`config.mk`:
```
export PLATFORM = sky130hd
export DESIGN_NAME = counter_preset_sequencer
export DESIGN_NICKNAME = d
export VERILOG_FILES = /design/src/rtl/counter_seq_pkg.sv /design/src/rtl/preset_fifo.sv /design/src/rtl/counter_preset_sequencer.sv
export SDC_FILE = /design/constraint.sdc
export NUM_CORES = 1
export LEC_CHECK = 0
export ABC_CLOCK_PERIOD_IN_PS = 2700
export BUFFER_PORTS_ARGS = -buffer_cell sky130_fd_sc_hd__buf_2
export CAP_MARGIN = 30
export CORE_MARGIN = 5
export CORE_UTILIZATION = 56
export CTS_BUF_LIST = sky130_fd_sc_hd__clkbuf_4 sky130_fd_sc_hd__clkbuf_8 sky130_fd_sc_hd__clkbuf_16
export DETAILED_ROUTE_END_ITERATION = 8
export PLACE_DENSITY = 0.78
export SYNTH_ARGS = -nofsm -noshare
export SYNTH_HDL_FRONTEND = slang
export SYNTH_SLANG_ARGS = --single-unit
```
`constraint.sdc`:
```
create_clock -name clk_i -period 2.7 [get_ports clk_i]
set_input_delay 0.54 -clock clk_i [delete_from_list [all_inputs] [get_ports clk_i]]
set_output_delay 0.54 -clock clk_i [all_outputs]
set_load 0.005 [all_outputs]
```
`src/rtl/counter_seq_pkg.sv`:
```
// Shared types and sizing for the counter preset sequencer.
package counter_seq_pkg;

  localparam int unsigned CntW     = 4;
  localparam int unsigned EntryW   = 2 * CntW;
  localparam int unsigned DefDepth = 4;

  typedef enum logic [0:0] {
    S_IDLE,
    S_RUN
  } seq_state_e;

endpackage

```
`src/rtl/preset_fifo.sv`:
```
// Synchronous FIFO of {preset, limit} entries; head is readable combinationally.
module preset_fifo
  import counter_seq_pkg::*;
#(
  parameter int unsigned Width = EntryW,
  parameter int unsigned Depth = DefDepth
) (
  input  logic                     clk_i,
  input  logic                     rst_i,
  input  logic                     flush_i,
  input  logic                     push_i,
  input  logic [Width-1:0]         wdata_i,
  input  logic                     pop_i,
  output logic [Width-1:0]         rdata_o,
  output logic                     full_o,
  output logic                     empty_o,
  output logic [$clog2(Depth):0]   level_o
);

  localparam int unsigned AW = $clog2(Depth);

  logic [Width-1:0] mem_q [Depth];
  logic [AW:0]      wr_q, wr_d;
  logic [AW:0]      rd_q, rd_d;
  logic             push_ok, pop_ok;

  // Extra wrap bit distinguishes full from empty when the indices match.
  assign full_o  = (wr_q[AW] != rd_q[AW]) && (wr_q[AW-1:0] == rd_q[AW-1:0]);
  assign empty_o = (wr_q == rd_q);
  assign level_o = wr_q - rd_q;
  assign rdata_o = mem_q[rd_q[AW-1:0]];

  assign push_ok = push_i && !full_o;
  assign pop_ok  = pop_i && !empty_o;

  always_comb begin
    wr_d = wr_q;
    rd_d = rd_q;
    if (flush_i) begin
      wr_d = '0;
      rd_d = '0;
    end else begin
      if (push_ok) wr_d = wr_q + 1'b1;
      if (pop_ok)  rd_d = rd_q + 1'b1;
    end
  end

  always_ff @(posedge clk_i) begin
    if (rst_i) begin
      wr_q <= '0;
      rd_q <= '0;
    end else begin
      wr_q <= wr_d;
      rd_q <= rd_d;
    end
  end

  always_ff @(posedge clk_i) begin
    if (push_ok && !flush_i) mem_q[wr_q[AW-1:0]] <= wdata_i;
  end

endmodule

```
`src/rtl/counter_preset_sequencer.sv`:
```
// Queues (preset, limit) segments and drives a loadable counter through them back-to-back.
module counter_preset_sequencer
  import counter_seq_pkg::*;
#(
  parameter int unsigned W     = CntW,
  parameter int unsigned DEPTH = DefDepth
) (
  input  logic                     clk_i,
  input  logic                     rst_i,
  input  logic                     flush_i,
  input  logic                     req_valid_i,
  output logic                     req_ready_o,
  input  logic [W-1:0]             req_preset_i,
  input  logic [W-1:0]             req_limit_i,
  input  logic [W-1:0]             count_i,
  output logic                     load_o,
  output logic [W-1:0]             a_o,
  output logic                     seg_done_o,
  output logic                     busy_o,
  output logic [$clog2(DEPTH):0]   fifo_level_o
);

  seq_state_e     state_q, state_d;
  logic           load_q, load_d;
  logic [W-1:0]   a_q, a_d;
  logic [W-1:0]   lim_q, lim_d;
  logic           seg_done_q, seg_done_d;

  logic           full, empty, pop, push;
  logic [2*W-1:0] head;

  assign req_ready_o = !full && !flush_i;
  assign push        = req_valid_i && req_ready_o;

  preset_fifo #(
    .Width (2 * W),
    .Depth (DEPTH)
  ) u_fifo (
    .clk_i   (clk_i),
    .rst_i   (rst_i),
    .flush_i (flush_i),
    .push_i  (push),
    .wdata_i ({req_preset_i, req_limit_i}),
    .pop_i   (pop),
    .rdata_o (head),
    .full_o  (full),
    .empty_o (empty),
    .level_o (fifo_level_o)
  );

  always_comb begin
    state_d    = state_q;
    load_d     = 1'b0;
    a_d        = a_q;
    lim_d      = lim_q;
    seg_done_d = 1'b0;
    pop        = 1'b0;
    if (flush_i) begin
      state_d = S_IDLE;
    end else begin
      unique case (state_q)
        S_IDLE: begin
          if (!empty) begin
            pop     = 1'b1;
            load_d  = 1'b1;
            a_d     = head[2*W-1:W];
            lim_d   = head[W-1:0];
            state_d = S_RUN;
          end
        end
        S_RUN: begin
          // The load cycle still shows the old count, so compare is skipped.
          if (!load_q && (count_i == lim_q)) begin
            seg_done_d = 1'b1;
            if (!empty) begin
              pop    = 1'b1;
              load_d = 1'b1;
              a_d    = head[2*W-1:W];
              lim_d  = head[W-1:0];
            end else begin
              state_d = S_IDLE;
            end
          end
        end
        default: state_d = S_IDLE;
      endcase
    end
  end

  always_ff @(posedge clk_i) begin
    if (rst_i) begin
      state_q    <= S_IDLE;
      load_q     <= 1'b0;
      a_q        <= '0;
      lim_q      <= '0;
      seg_done_q <= 1'b0;
    end else begin
      state_q    <= state_d;
      load_q     <= load_d;
      a_q        <= a_d;
      lim_q      <= lim_d;
      seg_done_q <= seg_done_d;
    end
  end

  assign load_o     = load_q;
  assign a_o        = a_q;
  assign seg_done_o = seg_done_q;
  assign busy_o     = (state_q == S_RUN);

endmodule

```
==> reports/metrics.yaml <==
clock_tree:
  postCtsSetupBuffers: 0
  cts_resized: 0
  cts-root-buf: "clkbuf_8"
  cts-hold-fix-buffers: 0
  cts_buffers: 5
  clkTransAtPathRegs_ns: 0.09
  numClockSinks: 51
  htreeDepth: 2
  insertion_delay_ns: 0.30
  cts_buffer_depth: 2
  cts_tree: "yes"
finish:
  nets: 190
  insertedDiodeCount: 0
  area_delta_synth_final_pct: 14.9
  drive_gt1_share_pct: 27.5
  fin_cells: 215
worst_setup_path:
  timing.rr.start: "u_fifo.wr_q[0]$_SDFFE_PP0P_"
  setup.worst_path.start_class: "flip-flop"
  slowest_stage: "and2_1"
  crit_type: "flip-flop to flip-flop"
  critical_path_required_ns: 2.64
  cp_common_cell: "and2_1"
  reg2reg_slack_ns: 0.44
  cpPeakStageDelay_ns: 0.43
  cp_max_fo: 9
  cp_cell_sequence: "inv_1 -> ha_1 -> and2_1 -> a211oi_1 -> buf_4 -> and2_1"
  end_kind: "flip-flop"
  ff2ff_path_depth: 6
  r2r-end: "u_fifo.mem_q[3][2]$_DFFE_PP_"
  crit_arrival_ns: 2.20
min_path:
  min_to: "u_fifo.mem_q[1][6]$_DFFE_PP_"
  hold_depth: 1
  hold_class: "input port to flip-flop"
  hp-start: "req_preset_i[2]"
synthesis:
  synth-edff-count: 32
  yosysTopAreaCell: "edfxtp_1"
  syn-cell-area_sq_um: 2060
  ys_ff_latch: 51
  syn-instance-count: 137
  yosys_most_used_dff: "edfxtp_1"
  synthArstFlopShare_pct: 0
  yosysWarnings: 0
  synth_cell_types: 27
  post-synth-top-count-cell: "edfxtp_1"
  netlist_top_cells_count: "edfxtp_1, dfxtp_1, nor2_1"
  synth_top_area_share_pct: 46.5
  synth_area_leaders: "edfxtp_1, dfxtp_1, mux4_2"
  syn_nets: 161
  synth_area_per_cell_sq_um: 15.1
  ys_seq_area_share_pct: 65.0
placed_design:
  hpwlAfterDp_um: 2530
  dp_cells: 207
  gp_congestion: 0.771
  io_buffer_count: 26
pwr:
  p_leak_nw: 0.875
  powerDensity_nw_per_um2: 644
  peakVddDrop_v: 0.000454
sta:
  max_freq_mhz: 442
  rsz0062_at_grt: "no"
  maxSlewHeadroom_pct: 65.5
  min_period_ns: 2.26
  tns_ns: 0
  finalClockSkew_ns: 0.0123
  period_share_pct: 83.9
  drv_slew: 0
  worst_pin_slew_ns: 0.517
  hold_viol: 0
  setup_viol_count_final: 0
grt:
  groute.usage.overall_pct: 14.6
  grt_max_degree: 16
  gr-total-overflow: 0
  antenna_found_initial: 0
  grt_pass1_wl_um: 5470
  grt_pass1_vias: 1101
detailed_routing:
  vias: 1158
  drc: 0
  wl_per_cell_um: 16.1
  viasPerCell: 5.39
  routed_wl_um: 3470
  first_iter_violations: 39
  ant_nets: 0
  firstDrtPassIters: 4
die:
  io_pins: 27
  row_count: 22
  die_w_um: 70.7
  die_area_sq_um: 5000
  die_height_um: 70.7
  core_sq_um: 3610
  start_util_pct: 57.3
run_status:
  outcome: "completed"
flow_run:
  cap_viol_max_count: 0
==> sequential cells by signal (all words and copies together), names as in the netlist, named ones only <==
signal / flops
u_fifo.wr_q: 3
a_o: 4
seg_done_o: 1
u_fifo.rd_q: 3
u_fifo.mem_q: 32
lim_q: 4
busy_o: 1
load_o: 1
==> area by class of cell <==
| cell class | instances | area (sq um) |
|---|---|---|
| clock buffers | 6 | 76.3 |
| clock inverters | 2 | 60.1 |
| fillers | 246 | 1230 |
| inverters | 7 | 26.3 |
| multi-input cells | 74 | 671 |
| flip-flops and latches | 51 | 1340 |
| well taps | 48 | 60.1 |
| repair buffers | 27 | 138 |
==> metrics by stage <==
stage	utilization (%)	power, mW	area, sq um	hold WS, ns	setup slack (ns)
3_5_place_dp	62.0	0.936	2240	0.483	0.423
5_1_grt	65.8	1.58	2370	0.446	0.194
4_1_cts	65.8	1.54	2370	0.450	0.405
3_3_place_gp	62.0	0.931	2240	0.463	0.548
6_report	65.8	1.53	2370	0.458	0.436
2_1_floorplan	-	0.904	2060	0.457	0.530
==> cell families (layout without fill, tap and decap cells) <==
family / Yosys count / after routing / synth area share [%]
AND/OR/NAND/NOR: 28 / 28 / 6.30
multiplexers: 16 / 16 / 12.6
AO/OA/AOI/OAI: 12 / 12 / 4.12
flip-flops: 51 / 51 / 65.0
adder cells (fa/ha/maj): 8 / 8 / 5.21
buffers and inverters: 12 / 42 / 2.55
XOR/XNOR: 10 / 10 / 4.24
==> per-layer routing <==
| metal | global-route usage (%) | wire, um | vias to the layer above |
|---|---|---|---|
| met1 | 19.1 | 1500 | 564 |
| li1 | - | - | 555 |
| met2 | 23.4 | 1740 | 34 |
| met3 | 3.98 | 189 | 5 |
| met5 | 0 | 0 | - |
| met4 | 5.64 | 44 | 0 |
==> layout by cell type (no fill, tap or decap), types with 4 or more instances in the layout <==
cell type / n
ha_1: 7
and2_1: 5
a21oi_1: 4
xnor2_1: 8
edfxtp_1: 32
inv_1: 7
dfxtp_1: 19
clkbuf_8: 5
nor2_1: 16
mux2i_1: 8
buf_2: 26
mux4_2: 8
==> worst max-delay path by stage <==
stage | start | to | cells after the start
2_1_floorplan | u_fifo.wr_q[0]$_SDFFE_PP0P_ | u_fifo.mem_q[3][0]$_DFFE_PP_ | 5
5_1_grt | u_fifo.wr_q[0]$_SDFFE_PP0P_ | a_o[1]$_SDFFE_PP0P_ | 7
4_1_cts | u_fifo.wr_q[0]$_SDFFE_PP0P_ | a_o[1]$_SDFFE_PP0P_ | 7
6_report | u_fifo.wr_q[0]$_SDFFE_PP0P_ | u_fifo.mem_q[3][2]$_DFFE_PP_ | 6
3_3_place_gp | u_fifo.wr_q[0]$_SDFFE_PP0P_ | u_fifo.mem_q[3][7]$_DFFE_PP_ | 6
3_5_place_dp | u_fifo.wr_q[0]$_SDFFE_PP0P_ | a_o[2]$_SDFFE_PP0P_ | 7
==> power by group <==
group | leakage, nW | internal [mW] | switching, mW | total (mW)
sequential | 0.444 | 0.839 | 0.00632 | 0.845
clock | 0.0688 | 0.380 | 0.230 | 0.610
combinational | 0.362 | 0.0332 | 0.0390 | 0.0722
total | 0.875 | 1.25 | 0.275 | 1.53
==> critical path, delay by kind of cell, from the launching register on <==
kind                     cells  cell delay, ns
AO/OA/AOI/OAI                1            0.27
adder cells (fa/ha/maj)      1            0.29
buffers and inverters        2            0.29
flip-flops                   1            0.40
AND/OR/NAND/NOR              2            0.66
(Power assumes the default switching activity.)
